## config.mk

```make
export PLATFORM = sky130hd
export DESIGN_NAME = fetch_stage
export DESIGN_NICKNAME = d
export VERILOG_FILES = /design/src/rtl/fetch_stage_pkg.sv /design/src/rtl/fetch_fifo.sv /design/src/rtl/fetch_stage.sv
export SDC_FILE = /design/constraint.sdc
export NUM_CORES = 1
export LEC_CHECK = 0
export CORE_ASPECT_RATIO = 0.8
export CORE_MARGIN = 2
export CORE_UTILIZATION = 47
export DETAILED_ROUTE_END_ITERATION = 10
export HOLD_SLACK_MARGIN = 0.1
export PLACE_DENSITY = 0.77
export SLEW_MARGIN = 20
export SYNTH_ARGS = -nofsm -noshare
export SYNTH_HDL_FRONTEND = slang
export SYNTH_HIERARCHICAL = 1
export SYNTH_SLANG_ARGS = --single-unit
```

## constraint.sdc

```tcl
create_clock -name clk_i -period 3.5 [get_ports clk_i]
set_input_delay 0.35 -clock clk_i [delete_from_list [all_inputs] [get_ports clk_i]]
set_output_delay 0.35 -clock clk_i [all_outputs]
set_load 0.005 [all_outputs]
```

## src/rtl/fetch_stage_pkg.sv

```systemverilog
// Shared types and constants for the instruction fetch stage.
package fetch_stage_pkg;

  typedef enum logic [1:0] {
    IDLE,
    REQ,
    WAIT
  } fetch_state_e;

  typedef struct packed {
    logic [31:0] pc;
    logic [31:0] instr;
  } fetch_entry_t;

  localparam logic [31:0] INSTR_NOP = 32'h0000_0013;

  function automatic logic [31:0] word_align(input logic [31:0] addr);
    return addr & ~32'h0000_0003;
  endfunction

endpackage

```

## src/rtl/fetch_fifo.sv

```systemverilog
// Small circular buffer of fetched {pc, instr} entries with flush and free-space count.
module fetch_fifo
  import fetch_stage_pkg::*;
#(
  parameter  int FIFO_DEPTH = 2,
  localparam int PW         = $clog2(FIFO_DEPTH),
  localparam int CW         = PW + 1
) (
  input  logic         clk_i,
  input  logic         rst_ni,
  input  logic         push_i,
  input  fetch_entry_t entry_i,
  input  logic         pop_i,
  input  logic         flush_i,
  output fetch_entry_t head_o,
  output logic         full_o,
  output logic         empty_o,
  output logic [CW-1:0] space_o
);

  fetch_entry_t  mem_q [FIFO_DEPTH];
  fetch_entry_t  mem_d [FIFO_DEPTH];
  logic [PW-1:0] wptr_q, wptr_d, rptr_q, rptr_d;
  logic [CW-1:0] count_q, count_d;
  logic          push_eff, pop_eff;

  assign full_o  = (count_q == CW'(FIFO_DEPTH));
  assign empty_o = (count_q == '0);
  assign space_o = CW'(FIFO_DEPTH) - count_q;
  assign head_o  = mem_q[rptr_q];

  always_comb begin
    push_eff = push_i && (!full_o || pop_i) && !flush_i;
    pop_eff  = pop_i && !empty_o && !flush_i;
    mem_d    = mem_q;
    if (push_eff) mem_d[wptr_q] = entry_i;
    if (flush_i) begin
      wptr_d  = '0;
      rptr_d  = '0;
      count_d = '0;
    end else begin
      wptr_d  = wptr_q + PW'(push_eff);
      rptr_d  = rptr_q + PW'(pop_eff);
      count_d = count_q + CW'(push_eff) - CW'(pop_eff);
    end
  end

  always_ff @(posedge clk_i or negedge rst_ni) begin
    if (!rst_ni) begin
      wptr_q  <= '0;
      rptr_q  <= '0;
      count_q <= '0;
    end else begin
      wptr_q  <= wptr_d;
      rptr_q  <= rptr_d;
      count_q <= count_d;
    end
  end

  // Payload storage carries no reset; validity is tracked by count_q.
  always_ff @(posedge clk_i) begin
    mem_q <= mem_d;
  end

endmodule

```

## src/rtl/fetch_stage.sv

```systemverilog
// Instruction fetch stage: single-outstanding memory fetch into a FIFO feeding decode.
// Optional macro FETCH_BYPASS_EN forwards a response straight to decode when the FIFO is empty.
module fetch_stage
  import fetch_stage_pkg::*;
#(
  parameter logic [31:0] BOOT_ADDR  = 32'h0000_0080,
  parameter int          FIFO_DEPTH = 2
) (
  input  logic        clk_i,
  input  logic        rst_ni,
  output logic        instr_req_o,
  output logic [31:0] instr_addr_o,
  input  logic        instr_gnt_i,
  input  logic        instr_rvalid_i,
  input  logic [31:0] instr_rdata_i,
  output logic        req_dec_o,
  input  logic        ack_dec_i,
  output logic [31:0] instr_rdata_o,
  output logic [31:0] pc_o,
  input  logic        jump_i,
  input  logic [31:0] jump_target_i
);

  localparam int CW  = $clog2(FIFO_DEPTH) + 1;
  localparam int CW1 = CW + 1;

  fetch_state_e  state_q, state_d;
  logic [31:0]   pc_q, pc_d;
  logic          discard_q, discard_d;
  logic          push, pop, rsp_valid, space_ok;
  fetch_entry_t  rsp_entry, fifo_head;
  logic          fifo_full, fifo_empty;
  logic [CW-1:0] fifo_space;

  fetch_fifo #(.FIFO_DEPTH(FIFO_DEPTH)) u_fifo (
    .clk_i   (clk_i),
    .rst_ni  (rst_ni),
    .push_i  (push),
    .entry_i (rsp_entry),
    .pop_i   (pop),
    .flush_i (jump_i),
    .head_o  (fifo_head),
    .full_o  (fifo_full),
    .empty_o (fifo_empty),
    .space_o (fifo_space)
  );

  assign instr_req_o  = (state_q == REQ);
  assign instr_addr_o = pc_q;

  // The only in-flight request was issued at pc_q - 4, since a redirect while waiting sets discard.
  assign rsp_entry = '{pc: pc_q - 32'd4, instr: instr_rdata_i};
  assign rsp_valid = (state_q == WAIT) && instr_rvalid_i && !discard_q && !jump_i;

  always_comb begin
`ifdef FETCH_BYPASS_EN
    req_dec_o     = !fifo_empty || rsp_valid;
    instr_rdata_o = !fifo_empty ? fifo_head.instr : (rsp_valid ? rsp_entry.instr : INSTR_NOP);
    pc_o          = !fifo_empty ? fifo_head.pc : (rsp_valid ? rsp_entry.pc : 32'd0);
    push          = rsp_valid && !(fifo_empty && ack_dec_i);
    pop           = !fifo_empty && ack_dec_i && !jump_i;
`else
    req_dec_o     = !fifo_empty;
    instr_rdata_o = fifo_empty ? INSTR_NOP : fifo_head.instr;
    pc_o          = fifo_empty ? 32'd0 : fifo_head.pc;
    push          = rsp_valid;
    pop           = req_dec_o && ack_dec_i && !jump_i;
`endif
  end

  // Free slots once this cycle's push/pop settle; nothing is outstanding when this is consulted.
  assign space_ok = (CW1'(fifo_space) + CW1'(pop)) > CW1'(push);

  always_comb begin
    state_d   = state_q;
    pc_d      = pc_q;
    discard_d = discard_q;
    if (jump_i) pc_d = word_align(jump_target_i);
    case (state_q)
      IDLE: if (jump_i || space_ok) state_d = REQ;
      REQ: begin
        if (instr_gnt_i) begin
          state_d = WAIT;
          if (jump_i) discard_d = 1'b1;
          else        pc_d      = pc_q + 32'd4;
        end
      end
      WAIT: begin
        if (instr_rvalid_i) begin
          discard_d = 1'b0;
          state_d   = (jump_i || space_ok) ? REQ : IDLE;
        end else if (jump_i) begin
          discard_d = 1'b1;
        end
      end
      default: state_d = IDLE;
    endcase
  end

  always_ff @(posedge clk_i or negedge rst_ni) begin
    if (!rst_ni) begin
      state_q   <= IDLE;
      pc_q      <= BOOT_ADDR;
      discard_q <= 1'b0;
    end else begin
      state_q   <= state_d;
      pc_q      <= pc_d;
      discard_q <= discard_d;
    end
  end

endmodule

```

After elaboration in Yosys (flattened, before gate mapping)
Index checks and enable logic that the tools add are counted.
{"block": "word_totals", "reg_bits": 167, "latchBits": 0, "ramBits": 0, "mem_bits_ro": 0, "output_inout_bits": 98, "memories": 0}
{"block": "classes", "addsub": 8, "mul": 0, "div_mod_pow": 0, "order_cmp": 4, "eq_ne": 6, "shifts": 0, "n_mux": 24, "n_bitwise": 2, "reduce_logical": 21}
{"cell": "$mux 64", "count": 4}
{"cell": "$mux 32", "count": 6}
{"cell": "$bwmux 128", "count": 1}
{"cell": "$demux 64 s1", "count": 1}
{"cell": "$add 32x3->32 const B", "count": 1}
{"cell": "$sub 32x3->32 const B", "count": 1}
{"cell": "$logic_and 1x1->1", "count": 10}
{"cell": "$mux 2", "count": 4}
{"cell": "$mux 1", "count": 6}
{"cell": "$pmux 2 s3", "count": 1}
{"cell": "$eq 2x2->1 const B", "count": 2}
{"cell": "$ge 2x2->1 const B", "count": 2}
{"cell": "$logic_not 1->1", "count": 4}
{"cell": "$logic_not 2->1", "count": 2}
{"cell": "$ne 2x2->1 const B", "count": 2}
{"cell": "$not 1->2", "count": 2}
{"cell": "$add 2x1->3", "count": 1}
{"cell": "$gt 3x1->1", "count": 1}
{"cell": "$reduce_and 3->1", "count": 1}
{"cell": "$add 1x1->1", "count": 2}
{"cell": "$add 2x1->2", "count": 1}
{"cell": "$eq 2x1->1 const B", "count": 1}
{"cell": "$logic_or 1x1->1", "count": 2}
{"cell": "$lt 2x1->1 const B", "count": 1}
{"cell": "6 further kinds", "count": 6}

Depth between registers and ports, before layout
{"block": "logic_depth", "ltp_word": 10, "mapped_depth": 13, "depth_no_buf": 12}

Hierarchy
Netlist, hierarchy kept.
{"mod": "fetch_fifo", "instances": 1, "cells_each": 227, "area_each_um2": 5099.9}
{"mod": "fetch_stage", "instances": 1, "cells_each": 400, "area_each_um2": 3140.5}

Least setup slack after synthesis
Ideal clock, no wire load.
{"block": "synth_timing", "kind": "flip-flop to flip-flop", "startpoint": "register u_fifo.count_q[0]", "endpoint": "register u_fifo/mem_q[0] (netlist name), enable pin", "setup_time_ps": 429, "t_arrival_ps": 2903, "required_ps": 3071, "path_slack_ps": 168, "path_stages_with_launch": 10, "n_path_buf": 1, "period_less_slack_ps": 3332, "path_cell_list": "dfrtp_1 > inv_1 > ha_1 > clkbuf_1 > inv_1 > and3_1 > nand2b_1 > nand3b_1 > inv_1 > ha_1"}
{"block": "synth_between", "elab_chain_len": 7, "word_cells_on_any_way": 9, "cone_classes": "1 x eq/ne; 8 x reduce/logical"}
{"item": "start, declared", "line": "fetch_fifo.sv:24", "source": "logic [CW-1:0] count_q, count_d;"}
{"item": "start signal, assigned", "line": "fetch_fifo.sv:56", "source": "count_q <= count_d;"}
{"item": "$logic_not 2->1", "line": "fetch_fifo.sv:28", "source": "assign empty_o = (count_q == '0);"}
{"item": "named net fifo_empty", "line": "fetch_stage.sv:32", "source": "logic fifo_full, fifo_empty;"}
{"item": "$logic_not 1->1", "line": "fetch_stage.sv:63", "source": "req_dec_o = !fifo_empty;"}
{"item": "named net req_dec_o", "line": "fetch_stage.sv:16", "source": "output logic req_dec_o,"}
{"item": "$logic_and 1x1->1 (2 in a row)", "line": "fetch_stage.sv:67", "source": "pop = req_dec_o && ack_dec_i && !jump_i;"}
{"item": "named net pop", "line": "fetch_stage.sv:30", "source": "logic push, pop, rsp_valid, space_ok;"}
{"item": "$logic_or 1x1->1", "line": "fetch_fifo.sv:33", "source": "push_eff = push_i && (!full_o || pop_i) && !flush_i;"}
{"item": "$logic_and 1x1->1 (2 in a row)", "line": "fetch_fifo.sv:33"}
{"item": "end signal, assigned", "line": "fetch_fifo.sv:62", "source": "mem_q <= mem_d;"}
{"item": "end, declared", "line": "fetch_fifo.sv:21", "source": "fetch_entry_t mem_q [FIFO_DEPTH];"}
The timed path passes the listed nets, and every way through them passes these cells.
A chain may end at the register's enable or synchronous reset.

==> run_results.csv <==
group,metric,value,unit
floorplan,io_pins,168,
floorplan,die-area,18600,um^2
critical_path,crit_fanout,33,
timing,min_period,2.86,ns
synth,synth_ff_type,"edfxtp_1",
grt,grt_max_degree,65,
synth,synth_cells,627,
placed_design,place_hpwl,11900,um
synth,synthTopCellsByArea,"edfxtp_1, dfrtp_1, mux2_4",
floorplan,num_rows,43,
timing,worst_pin_slew,0.979,ns
grt,antenna_found_initial,0,
synth,synth-seq-cells,167,
critical_path,cp_cell_sequence,"buf_12, mux2_4, nor2b_1, clkdlybuf4s50_1",
critical_path,r2r_end,"u_fifo/mem_q[58]",
timing,rsz0062_at_grt,"false",
synth,synth_nets,710,
clock_tree,clkSinkCount,167,
clock_tree,cts_setup_buffers,0,
detailed_routing,drc_errors,0,
grt,grt_overflow,0,
synth,syn_area_per_cell,13.1,um^2
synth,synth_edf_count,128,
timing,fmax,349,MHz
clock_tree,clock_latency,0.42,ns
critical_path,r2r_setup_slack,0.95,ns
timing,fin_ws,0.639,ns
critical_path,cp-start-kind,"register",
cells_and_area,fin_util,0.613,
detailed_routing,drt_pass1_iterations,5,
timing,hold_viol,0,
grt,track_usage,0.188,
clock_tree,ctsResizeCount,0,
critical_path,critPathLaunch,"u_fifo/rptr_q",
detailed_routing,vias_per_cell,5.39,
floorplan,core,17300,um^2
clock_tree,htree_num_levels,4,
floorplan,die_y,122,um
grt,grt_pass1_wl,27500,um
timing,min_period_over_period,0.818,
placed_design,pre_cts_slack,0.767,ns
placed_design,dp.cells,981,
cells_and_area,diodes,0,
detailed_routing,ant_nets,0,
cells_and_area,nNetsFinal,859,
critical_path,cp.required,3.15,ns
critical_path,crit_path_max_incr_delay,0.79,ns
power,finalPower,4.58,mW
detailed_routing,wl_per_cell,17.1,um
cells_and_area,instances_no_fill,1014,
critical_path,path_class,"reg2out",
clock_tree,cts.reportedPaths.clkPinSlew,0.06,ns
power,p_per_area,433,nW/um^2
floorplan,die_x,152,um
critical_path,slowest_stage,"dfrtp_4",
synth,synth_area,8240,um^2
placed_design,gp_congestion,0.836,
critical_path,end_kind,"output pin",
synth,synth_top_cell_area_share,0.466,
detailed_routing,routed_wl,17400,um
status,status,"completed",
placed_design,io_buffers,165,
timing,clock_skew,0.00644,ns
timing,tns,0,ns
clock_tree,cts-root-buf,"clkbuf_16",
critical_path,endpoint,"instr_rdata_o[21]",
min_path,worst_hold_path_type,"in2reg",
synth,yosys_warnings,6,
power,p_leak,3.73,nW
synth,async_flop_share,0.234,
critical_path,arrival,2.51,ns
clock_tree,cts-buffers-inserted,17,
run,maxCapViolations,0,
clock_tree,holdBufCountCts,1,
timing,setup_viol,0,
synth,yosys.area.top_type,"edfxtp_1",
clock_tree,cts_tree,"yes",
critical_path,r2r-start,"instr_addr_o[11]",
cells_and_area,syn2layout_area_growth,28.4,%
critical_path,worst-r2r-cell-count,4,
synth,ys_seq_area_frac,0.585,
timing,maxSlewHeadroom,0.342,
grt,grt_pass1_vias,5365,
floorplan,start_util,0.477,
detailed_routing,drt_iter0_drc,312,
detailed_routing,via_count,5462,
synth,ys_types,50,
power,vdd_drop_max,306,uV
timing,slew_viol_final,0,
clock_tree,clockBufferDepth,2,
cells_and_area,drive_gt1_frac,0.143,
==> final cells by class <==
type	count	area [um^2]
fillers	1324	6690
flip-flops and latches	167	4820
multi-input cells	395	3110
repair buffers	173	1750
clock buffers	19	433
well taps	225	282
clock inverters	13	106
inverters	22	82.6
==> worst max-delay path: cells and delay by family (launching register included) <==
family | cells | cell delay [ns]
buffers and inverters | 2 | 0.81
flip-flops | 1 | 0.79
multiplexers | 1 | 0.33
AND/OR/NAND/NOR | 1 | 0.13
==> sequential cells by signal, indices dropped and copies added (netlist names) <==
signal,count
u_fifo/count_q,2
u_fifo/wptr_q,1
state_q,2
u_fifo/mem_q,128
u_fifo/rptr_q,1
instr_addr_o,32
discard_q,1
==> placed cells by master, fill, tap and decap left out, drive strengths merged, types with 2 or more instances in the layout <==
cell type and count:
nand3 12, clkinvlp 3, a31oi 10, buf 8, xor2 16, inv 24
clkdlybuf4s50 164, clkbuf 19, nand3b 2, ha 13, or4 9, clkinv 7
and2 2, nand4 15, a21oi 4, nor4 19, o31ai 8, xnor2 22
and3 3, dfrtp 38, nor2 28, mux2 64, nand2b 4, o211ai 2
nand4b 5, or2 3, nor4b 2, nor3 10, or3 5, nand2 32
mux2i 14, edfxtp 128, o21ai 15, nor2b 67
==> metal layers <==
metal | vias to the layer above | track usage | part of all wire
li1 | 2576 | - | -
met1 | 2641 | 0.247 | 0.45
met2 | 223 | 0.306 | 0.48
met3 | 22 | 0.0494 | 0.060
met4 | 0 | 0.0637 | 0.012
met5 | - | 0 | 0
==> worst min-delay path by stage <==
stage,startpoint,to,cells past startpoint
floorplan,rst_ni,discard_q,0
global placement,instr_addr_o[1],u_fifo/mem_q[33],0
detailed placement,instr_addr_o[1],u_fifo/mem_q[33],0
CTS,jump_target_i[7],instr_addr_o[7],3
global route,jump_target_i[2],instr_addr_o[2],3
finish,jump_target_i[7],instr_addr_o[7],3
==> per-stage QoR <==
step | area [um^2] | hold slack (ns)
final | 10600 | 0.471
after global routing | 10600 | 0.490
after CTS | 10600 | 0.450
after detailed placement | 10000 | 0.487
after global placement | 10000 | 0.482
after floorplan | 8240 | 0.0544
==> cell families after synthesis <==
| group | after synthesis | share of synthesized area |
|---|---|---|
| xor+xnor | 38 | 0.0404 |
| buf+inv | 65 | 0.0389 |
| mux | 78 | 0.127 |
| simple gates | 221 | 0.154 |
| compound gates | 45 | 0.0345 |
| flops | 167 | 0.585 |
| fa+ha+maj | 13 | 0.0197 |
==> synthesized netlist by cell type (5+ instances only) <==
cell	n
or4_1	8
or3_1	5
nor2_1	28
o21ai_0	15
nor4_1	17
nand2_1	32
nor3_1	10
mux2i_1	14
mux2_4	50
xnor2_1	22
nand3_1	11
nor2b_1	67
buf_2	9
dfrtp_1	38
inv_1	22
nand4_1	15
xor2_1	16
mux2_2	14
buf_6	7
clkbuf_1	22
a31oi_1	10
edfxtp_1	128
o31ai_1	8
ha_1	13
==> where the power goes <==
group          leakage (nW)  switching, mW  internal (mW)
Clock                 0.256          0.736          0.972
Sequential             1.62          0.124           2.22
Combinational          1.86          0.246          0.281
Total                  3.73           1.11           3.48
(Power assumes the default switching activity.)
